**src/rtl/sd_req_arbiter_if.sv**
```systemverilog
// Bundle of requester-side and hps_io-side signals of the virtual-disk arbiter.
// master = environment (disk controllers + hps_io), slave = sd_req_arbiter.
interface sd_req_arbiter_if;
  logic [3:0]   req_rd;
  logic [3:0]   req_wr;
  logic [127:0] req_lba;
  logic [31:0]  req_din;
  logic [3:0]   done;
  logic [3:0]   err;
  logic [3:0]   buff_wr;
  logic         busy;
  logic [31:0]  sd_lba;
  logic [3:0]   sd_rd;
  logic [3:0]   sd_wr;
  logic         sd_ack;
  logic         sd_buff_wr;
  logic [7:0]   sd_buff_din;

  modport master (
    output req_rd, req_wr, req_lba, req_din, sd_ack, sd_buff_wr,
    input  done, err, buff_wr, busy, sd_lba, sd_rd, sd_wr, sd_buff_din
  );

  modport slave (
    input  req_rd, req_wr, req_lba, req_din, sd_ack, sd_buff_wr,
    output done, err, buff_wr, busy, sd_lba, sd_rd, sd_wr, sd_buff_din
  );
endinterface

```
**src/rtl/sd_req_arbiter.sv**
```systemverilog
// Round-robin arbiter sharing the single hps_io sd_* channel among FDD0, FDD1,
// SASI and NVRAM, with rd/wr->ack handshake, buffer routing and an ack watchdog.
module sd_req_arbiter #(
  parameter int TOUT_W = 24
) (
  input logic             cpuclk,
  input logic             rstn,
  sd_req_arbiter_if.slave bus
);

  typedef enum logic [1:0] {
    IDLE  = 2'd0,
    ISSUE = 2'd1,
    XFER  = 2'd2,
    DONE  = 2'd3
  } state_t;

  state_t            state_r;
  logic [3:0]        pend_rd_r;
  logic [3:0]        pend_wr_r;
  logic [1:0]        ptr_r;
  logic [1:0]        gnt_r;
  logic [TOUT_W-1:0] wd_r;
  logic [31:0]       sd_lba_r;
  logic [3:0]        sd_rd_r;
  logic [3:0]        sd_wr_r;
  logic [3:0]        done_r;
  logic [3:0]        err_r;
  logic              busy_r;

  logic [3:0]        elig_s;
  logic              sel_vld_s;
  logic [1:0]        sel_s;
  logic [1:0]        idx_s;
  logic              issue_s;
  logic              issue_wr_s;
  logic [3:0]        clr_rd_s;
  logic [3:0]        clr_wr_s;
  logic [TOUT_W-1:0] wd_inc_s;
  logic              tout_s;

  function automatic logic [3:0] dec2(input logic [1:0] i);
    dec2 = 4'b0001 << i;
  endfunction

  // Round-robin pick: scan from the highest offset down so the nearest to ptr wins.
  always_comb begin
    elig_s    = pend_rd_r | pend_wr_r;
    sel_vld_s = 1'b0;
    sel_s     = ptr_r;
    idx_s     = ptr_r;
    for (int k = 3; k >= 0; k--) begin
      idx_s = ptr_r + 2'(k);
      if (elig_s[idx_s]) begin
        sel_vld_s = 1'b1;
        sel_s     = idx_s;
      end else begin
        sel_vld_s = sel_vld_s;
      end
    end
  end

  // Issue decode: write wins over read when both are pending for the winner.
  always_comb begin
    issue_s    = (state_r == IDLE) && sel_vld_s;
    issue_wr_s = pend_wr_r[sel_s];
    clr_rd_s   = 4'b0000;
    clr_wr_s   = 4'b0000;
    if (issue_s) begin
      if (issue_wr_s) begin
        clr_wr_s = dec2(sel_s);
      end else begin
        clr_rd_s = dec2(sel_s);
      end
    end else begin
      clr_rd_s = 4'b0000;
    end
    wd_inc_s = wd_r + {{(TOUT_W-1){1'b0}}, 1'b1};
    tout_s   = &wd_inc_s;
  end

  // Pending latches; a pulse in the issue cycle re-sets the bit being cleared.
  always_ff @(posedge cpuclk or negedge rstn) begin
    if (!rstn) begin
      pend_rd_r <= 4'b0000;
      pend_wr_r <= 4'b0000;
    end else begin
      pend_rd_r <= (pend_rd_r & ~clr_rd_s) | bus.req_rd;
      pend_wr_r <= (pend_wr_r & ~clr_wr_s) | bus.req_wr;
    end
  end

  // Handshake FSM with registered hps_io strobes and completion pulses.
  always_ff @(posedge cpuclk or negedge rstn) begin
    if (!rstn) begin
      state_r  <= IDLE;
      ptr_r    <= 2'd0;
      gnt_r    <= 2'd0;
      wd_r     <= '0;
      sd_lba_r <= 32'h0000_0000;
      sd_rd_r  <= 4'b0000;
      sd_wr_r  <= 4'b0000;
      done_r   <= 4'b0000;
      err_r    <= 4'b0000;
      busy_r   <= 1'b0;
    end else begin
      done_r <= 4'b0000;
      err_r  <= 4'b0000;
      case (state_r)
        IDLE: begin
          if (issue_s) begin
            gnt_r    <= sel_s;
            sd_lba_r <= bus.req_lba[{sel_s, 5'b00000} +: 32];
            if (issue_wr_s) begin
              sd_wr_r <= dec2(sel_s);
            end else begin
              sd_rd_r <= dec2(sel_s);
            end
            wd_r    <= '0;
            busy_r  <= 1'b1;
            state_r <= ISSUE;
          end else begin
            busy_r  <= 1'b0;
          end
        end
        ISSUE: begin
          if (bus.sd_ack) begin
            sd_rd_r <= 4'b0000;
            sd_wr_r <= 4'b0000;
            wd_r    <= '0;
            state_r <= XFER;
          end else if (tout_s) begin
            sd_rd_r <= 4'b0000;
            sd_wr_r <= 4'b0000;
            done_r  <= dec2(gnt_r);
            err_r   <= dec2(gnt_r);
            state_r <= DONE;
          end else begin
            wd_r    <= wd_inc_s;
          end
        end
        XFER: begin
          if (!bus.sd_ack) begin
            done_r  <= dec2(gnt_r);
            state_r <= DONE;
          end else if (tout_s) begin
            done_r  <= dec2(gnt_r);
            err_r   <= dec2(gnt_r);
            state_r <= DONE;
          end else begin
            wd_r    <= wd_inc_s;
          end
        end
        DONE: begin
          ptr_r   <= gnt_r + 2'd1;
          busy_r  <= 1'b0;
          state_r <= IDLE;
        end
        default: begin
          sd_rd_r <= 4'b0000;
          sd_wr_r <= 4'b0000;
          busy_r  <= 1'b0;
          state_r <= IDLE;
        end
      endcase
    end
  end

  assign bus.sd_lba      = sd_lba_r;
  assign bus.sd_rd       = sd_rd_r;
  assign bus.sd_wr       = sd_wr_r;
  assign bus.done        = done_r;
  assign bus.err         = err_r;
  assign bus.busy        = busy_r;
  assign bus.buff_wr     = {4{bus.sd_buff_wr && (state_r == XFER)}} & dec2(gnt_r);
  assign bus.sd_buff_din = bus.req_din[{gnt_r, 3'b000} +: 8];

endmodule
```
**src/flat_wrapper.sv**
```systemverilog
// flat-port wrapper written by rule: the top's interface ports become plain ports
module sd_req_arbiter_flat 
#(
  parameter int TOUT_W = 24
)
  (cpuclk, rstn, bus_req_rd, bus_req_wr, bus_req_lba, bus_req_din, bus_sd_ack, bus_sd_buff_wr, bus_done, bus_err, bus_buff_wr, bus_busy, bus_sd_lba, bus_sd_rd, bus_sd_wr, bus_sd_buff_din);
  sd_req_arbiter_if bus_i ();
  input logic cpuclk;
  input logic rstn;
  input wire logic [$bits(bus_i.req_rd)-1:0] bus_req_rd;
  input wire logic [$bits(bus_i.req_wr)-1:0] bus_req_wr;
  input wire logic [$bits(bus_i.req_lba)-1:0] bus_req_lba;
  input wire logic [$bits(bus_i.req_din)-1:0] bus_req_din;
  input wire logic [$bits(bus_i.sd_ack)-1:0] bus_sd_ack;
  input wire logic [$bits(bus_i.sd_buff_wr)-1:0] bus_sd_buff_wr;
  output wire logic [$bits(bus_i.done)-1:0] bus_done;
  output wire logic [$bits(bus_i.err)-1:0] bus_err;
  output wire logic [$bits(bus_i.buff_wr)-1:0] bus_buff_wr;
  output wire logic [$bits(bus_i.busy)-1:0] bus_busy;
  output wire logic [$bits(bus_i.sd_lba)-1:0] bus_sd_lba;
  output wire logic [$bits(bus_i.sd_rd)-1:0] bus_sd_rd;
  output wire logic [$bits(bus_i.sd_wr)-1:0] bus_sd_wr;
  output wire logic [$bits(bus_i.sd_buff_din)-1:0] bus_sd_buff_din;
  assign bus_i.req_rd = bus_req_rd;
  assign bus_i.req_wr = bus_req_wr;
  assign bus_i.req_lba = bus_req_lba;
  assign bus_i.req_din = bus_req_din;
  assign bus_i.sd_ack = bus_sd_ack;
  assign bus_i.sd_buff_wr = bus_sd_buff_wr;
  assign bus_done = bus_i.done;
  assign bus_err = bus_i.err;
  assign bus_buff_wr = bus_i.buff_wr;
  assign bus_busy = bus_i.busy;
  assign bus_sd_lba = bus_i.sd_lba;
  assign bus_sd_rd = bus_i.sd_rd;
  assign bus_sd_wr = bus_i.sd_wr;
  assign bus_sd_buff_din = bus_i.sd_buff_din;
  sd_req_arbiter #(.TOUT_W(TOUT_W)) u_core (.cpuclk(cpuclk), .rstn(rstn), .bus(bus_i));
endmodule
```
**config.mk**
```make
export PLATFORM = sky130hd
export DESIGN_NAME = sd_req_arbiter_flat
export DESIGN_NICKNAME = d
export VERILOG_FILES = /design/src/rtl/sd_req_arbiter_if.sv /design/src/rtl/sd_req_arbiter.sv /design/src/flat_wrapper.sv
export SDC_FILE = /design/constraint.sdc
export NUM_CORES = 1
export LEC_CHECK = 0
export ABC_AREA = 1
export CAP_MARGIN = 20
export CORE_ASPECT_RATIO = 1.5
export CORE_MARGIN = 1.5
export CORE_UTILIZATION = 35
export CTS_CLUSTER_DIAMETER = 150
export DETAILED_ROUTE_END_ITERATION = 6
export GPL_TIMING_DRIVEN = 0
export PLACE_DENSITY = 0.65
export SYNTH_ARGS = -nofsm -noshare
export SYNTH_HDL_FRONTEND = slang
export SYNTH_SLANG_ARGS = --single-unit
```
**constraint.sdc**
```tcl
create_clock -name cpuclk -period 2.4 [get_ports cpuclk]
set_clock_uncertainty 0.15 [all_clocks]
set_input_delay 0.24 -clock cpuclk [delete_from_list [all_inputs] [get_ports cpuclk]]
set_output_delay 0.24 -clock cpuclk [all_outputs]
set_load 0.05 [all_outputs]
```
-- Word-level counts from Yosys, hierarchy flattened
Index checks and enable logic that the tools add are counted.
W data, S select, Z words.
- add/sub/neg operators: 5
- muxes and demuxes: 48
- equality and inequality tests: 8
- multipliers: 0
- div/mod/pow operators: 0
- shifts and indexed selects: 4
- bitwise operators: 8
- reductions and logical operators: 11
- magnitude comparators: 5
- operators with widths (cell ; number):
    $shiftx A128 B8 Y32 ; 1
    $mux W24 ; 4
    $pmux W24 S3 ; 1
    $mux W4 ; 14
    $pmux W4 S2 ; 4
    $shiftx A32 B6 Y8 ; 1
    $add A24 B1 Y24 const B ; 1
    $reduce_and A24 Y1 ; 1
    $mux W2 ; 8
    $lt A2 B3 Y1 const B ; 5
    $and A4 B4 Y4 ; 3
    $or A4 B4 Y4 ; 3
    $bmux W1 S2 ; 5
    $mux W1 ; 10
    $not A4 Y4 ; 2
    $pmux W2 S4 ; 1
    $reduce_and A4 Y1 ; 2
    $shl A1 B2 Y4 const A ; 2
    $add A2 B1 Y2 const B ; 2
    $add A2 B2 Y2 const B ; 2
    $eq A2 B2 Y1 const B ; 2
    $ne A2 B1 Y1 const B ; 2
    $ne A2 B2 Y1 const B ; 2
    $reduce_bool A2 Y1 ; 2
    8 further kinds ; 9
- ROM bits: 0
- bits in writable memories: 0
- memories kept: 0
- input bits: 172
- latch bits: 0
- output and inout bits: 61
- bits in registers: 87

-- Logic depth before layout (Yosys ltp)
- word-level depth: 14
- gate-level depth with buffers: 19
- gate-level depth less buffers: 19

-- Worst setup path before layout
Ideal clock, no wire load.
- kind: register to register
- start point: register u_core.wd_r[1]
- end point: register u_core.wd_r[11]
- required time: 2133 ps
- path slack: 70 ps
- clock period less this slack: 2330 ps
- stages on the path, launching flop included: 15
- buffers on the path: 1
- arrival time: 2063 ps
- path through: dfrtp_1 ha_1 nand2_2 nor2_4 nand3_2 nor2_1 xor2_1 nand4_1 nor2_4 nand2_4 nand2_4 buf_6 nand2_1 nand2_1 nor2_1
- cells in the longest elaborated chain, start to end: 5
- elaborated cells between the ends (all ways): 6
- ends and longest elaborated chain (item ; line ; source):
    from (decl) ; sd_req_arbiter.sv:23 ; logic [TOUT_W-1:0] wd_r;
    from (signal assigned) ; sd_req_arbiter.sv:139 ; wd_r <= wd_inc_s;
    from (signal assigned) ; sd_req_arbiter.sv:151 ; wd_r <= wd_inc_s;
    $add A24 B1 Y24 (*) ; sd_req_arbiter.sv:78 ; wd_inc_s = wd_r + {{(TOUT_W-1){1'b0}}, 1'b1};
    $reduce_and A24 Y1 ; sd_req_arbiter.sv:79 ; tout_s = &wd_inc_s;
    $mux W24 (*) ; sd_req_arbiter.sv:132, sd_req_arbiter.sv:146 ;
    $mux W24, on equally long branches ; sd_req_arbiter.sv:143, sd_req_arbiter.sv:127 ;
    $pmux W24 S3 (*) ; sd_req_arbiter.sv:109 ; case (state_r)
Mark *: on every way between the ends. The rest lies on a longest branch, timed or not. The select of a mux whose other input is x is not followed.
A chain may end at the register's enable or synchronous reset.

-- Worst setup path after layout
- start point: register u_core.wd_r[0]
- end point: register u_core.wd_r[3]
Same word-level chain as after synthesis.

==> results.md <==
Cells and area:
- The filler-free cell count of the finished design is 1436.
- Compared with the post-synthesis result, the final layout area differs by 64.9%.
- The final design utilization is 0.588.
- The share of cells above drive strength 1 is 0.187.
- The number of fill cells in the layout is 1600.
- The net count of the finished layout is 1405.
- The number of antenna diodes in the final layout is 0.

Floorplanning:
- The floorplan step set the die height to 163 microns.
- The floorplan step set the die width to 110 microns.
- In this run the count of I/O pins placed on the die edge is 233.
- The floorplan step defined a die boundary enclosing 17900 sq um.
- The initial utilization of the core area, before any placement, comes to 0.356.
- After floorplanning, the core was sized to cover 16800 sq um.
- The floorplan has 58 rows.

Yosys:
- The net count of the mapped netlist is 1114.
- The Yosys step of the flow raised 0 warnings.
- The synthesized design contains 0 enable-type register cells.
- The most used flip-flop cell after synthesis is dfrtp_1.
- Sorting the synthesized cells by how often they occur yields nand2_1 (410), nor2_1 (97), dfrtp_1 (87).
- Yosys mapped the design onto 31 distinct sky130hd cell types.
- By area the synthesized netlist is led by dfrtp_1 (36%), nand2_1 (26%), nor2_1 (6.1%).
- The portion of the post-synthesis area used by sequential elements is 0.365.
- Among all cell types in the netlist, the one instantiated most often is nand2_1.
- Counting flops and latches in the post-synthesis netlist gives 87.
- The mean area per synthesized cell is 6.42 sq um.
- Synthesis produced a netlist whose cell count is 930.
- In the synthesized netlist the async set-or-reset flop fraction comes to 1.00.
- Of the post-synthesis cell area, the dominant cell type holds 0.365.
- dfrtp_1 takes more of the synthesized area than any other cell.
- The netlist area before placement is around 6000 sq um.

Critical path:
- STA puts the critical path data required time at 2.48 ns.
- In this run the worst setup path begins at u_core.wd_r[0].
- In this run the worst setup path terminates at u_core.wd_r[3].
- The slowest stage of the critical path is the dfrtp_1 cell.
- The cell seen most often among critical-path stages is nand2_4.
- The reg-to-reg endpoint is u_core.wd_r[3].
- Traced cell by cell, the critical path runs through ha_4, nand2_4, o21ai_1, nand2_1, nor4_2, nor3b_4, nand2_4, buf_8, a21oi_1, nor2_1.
- The worst-case reg-to-reg path depth is 10.
- The worst setup path is launched from a register.
- The slack of the worst reg-to-reg path is -0.17 ns.
- The startpoint of the lowest-slack register-to-register path is u_core.wd_r[0].
- The worst setup path is of the register to register kind.
- The largest driver fanout on the critical path is 10.
- The endpoint class of the critical path is a register.
- In this design, the stage delay of the slowest critical-path cell is roughly 0.43 ns.
- The arrival time reported for the critical path endpoint is 2.66 ns.

Global routing:
- The leftover overflow at the end of global routing is 0.
- The number of antenna violations at the first check in global routing is 0.
- Entering global routing, the biggest net connects between 40 and 50 pins.
- For this run, the total global-route usage over all layers was measured as 0.245.
- The via count of the first global-routing pass is a little over 7000.
- The global-route wire length before repair is 34200 microns.

Timing:
- Setup repair after global routing could not meet its margin everywhere.
- The number of endpoints failing setup at the final stage is 35.
- Adding up every negative setup slack in the final design gives -3.39 ns.
- At the pin with the least slew margin, the transition time is 0.672 ns.
- In this run the tightest slew margin relative to its limit is 0.547.
- Static timing analysis puts the maximum clock frequency at about 0.39 GHz.
- The hold violation count in the final report is 0.
- Setup slack on the critical path of the routed design comes to -0.174 ns.
- The routed design could run at a clock period as short as 2.57 ns.
- The fraction of the cycle the final worst path needs is 1.07.
- The final count of pins violating max slew is 0.

Clock tree:
- The clock net in this run drives a total of 87 sinks.
- The clock passes through at most 2 buffers.
- The H-tree generated during clock tree synthesis spans 3 levels.
- TritonCTS built the clock tree.
- After clock tree synthesis, the clock-pin slew on the worst setup and hold paths is 0.07 ns.
- Clock latency on the worst-skew pair, taken at its later pin, is 0.34 ns.
- The clock tree root buffer cell is clkbuf_16.
- In this run, CTS created clock tree buffers numbering 9.

Placed design:
- The final weighted congestion in routability-driven placement is 0.892.
- The count of input and output buffers is 232.
- Once placement completed, the tool counted placed cells totaling 1373.
- Before CTS, the worst setup slack after placement is -0.438 ns.
- The half-perimeter wire length after detailed placement is 16400 microns.

Drt:
- The violation count after the first detailed-routing iteration is roughly 360.
- In the final routed layout, each cell accounts on average for 15.3 microns.
- The mean number of vias per cell is approximately 5.
- Wires add up to 22000 microns.
- After detailed routing, the number of remaining DRC violations is 0.
- The count of nets left with antenna violations once routing finished came out at 0.
- The via total after detailed routing is 7107.
- The number of detailed-routing iterations run before antenna repair is 4.

Power and ir drop:
- Dividing total power by cell area gives a power density of 1230 nW/um^2.
- The reported leakage power is 4.45 nW.
- VDD sags by at most between 0.9 and 1 mV.

Run status:
- The flow ran to the end, but the final reports show violations.
- The final reports fail on setup timing.

Min path:
- The class of the most critical hold timing path is input port to register.

Job:
- Across the run, the number of max-cap violations was 0.
==> per-layer routing <==
metal | wire length, microns | global-route usage | part of all wire | up-vias
met5 | 0 | 0 | 0 | -
met4 | 778 | 0.0915 | 0.035 | 0
met3 | 1080 | 0.0640 | 0.049 | 51
met2 | 12200 | 0.462 | 0.56 | 207
met1 | 7930 | 0.253 | 0.36 | 3303
li1 | - | - | - | 3546
==> cells by family after synthesis <==
| kind of cell | synth area share |
|---|---|
| compound gates | 0.0677 |
| flops | 0.365 |
| xor+xnor | 0.00587 |
| buf+inv | 0.0712 |
| fa+ha+maj | 0.0251 |
| simple gates | 0.466 |
==> cell usage in the layout, fill, tap and decap left out, types with 8 or more instances in the layout <==
cell / count
clkbuf_16: 10
clkdlybuf4s50_1: 219
o21ai_0: 31
nand2_2: 37
a21oi_1: 17
inv_2: 8
nand2_4: 8
nand2_1: 373
inv_1: 60
nor2_2: 8
buf_6: 16
nand4_1: 45
o22ai_1: 8
dfrtp_1: 79
nor2_1: 87
nor2_4: 15
nand3_1: 46
clkdlybuf4s15_2: 9
dfrtp_2: 8
nand3_2: 10
ha_1: 9
buf_4: 38
==> how the worst min path moves through the flow <==
| stage | from | end | depth (start not counted) |
|---|---|---|---|
| floorplan | rstn | u_core.bus.busy | 0 |
| global placement | u_core.bus.sd_rd[1] | u_core.bus.sd_rd[1] | 2 |
| detailed placement | rstn | u_core.wd_r[16] | 1 |
| CTS | bus_req_wr[3] | u_core.pend_wr_r[3] | 3 |
| global route | bus_req_rd[1] | u_core.pend_rd_r[1] | 3 |
| finish | bus_req_wr[3] | u_core.pend_wr_r[3] | 3 |
==> critical path, delay by kind of cell, from the launching register on <==
kind                       cells  cell delay [ns]
buffers and inverters          1             0.18
DFF                            1             0.43
AOI/OAI and AO/OA              2             0.36
adders and majority gates      1             0.17
and+or+nand+nor                6             1.17
==> power breakdown <==
group | internal (mW) | switching, mW | total, mW | leakage [nW]
Combinational | 3.00 | 5.16 | 8.16 | 3.20
Sequential | 2.00 | 0.462 | 2.46 | 1.10
Clock | 0.841 | 0.620 | 1.46 | 0.149
==> state kept, by name (all words and copies together), names as in the netlist <==
signal,count
u_core.bus.sd_lba,32
u_core.wd_r,24
u_core.bus.done,4
u_core.bus.err,4
u_core.bus.sd_rd,4
u_core.bus.sd_wr,4
u_core.pend_rd_r,4
u_core.pend_wr_r,4
u_core.gnt_r,2
u_core.ptr_r,2
u_core.state_r,2
u_core.bus.busy,1
==> stage by stage <==
stage	instance area [sq um]	power [mW]	hold WS, ns
floorplan	5970	7.07	-0.206
global placement	8560	9.36	0.309
detailed placement	8580	9.40	0.136
CTS	9340	11.3	0.265
global route	9850	13.0	0.282
finish	9850	12.1	0.269
==> repair_timing <==
item,CTS,global route
setup buffers,26,19
hold endpoints to repair,40,0
cloned,0,3
hold buffers,1,0
setup endpoints to repair,87,88
gates resized for setup,114,89
pin swaps,26,42
==> area by class of cell <==
cell class | instances | area, sq um | area share
inverters | 74 | 290 | 0.0295
clock buffers | 10 | 239 | 0.0243
well taps | 210 | 263 | 0.0267
flip-flops and latches | 87 | 2190 | 0.222
clock inverters | 6 | 68.8 | 0.00699
plain buffers | 28 | 236 | 0.0240
multi-input cells | 739 | 3780 | 0.384
repair buffers | 282 | 2790 | 0.283
Note: power is estimated with default switching activity, not from simulation.
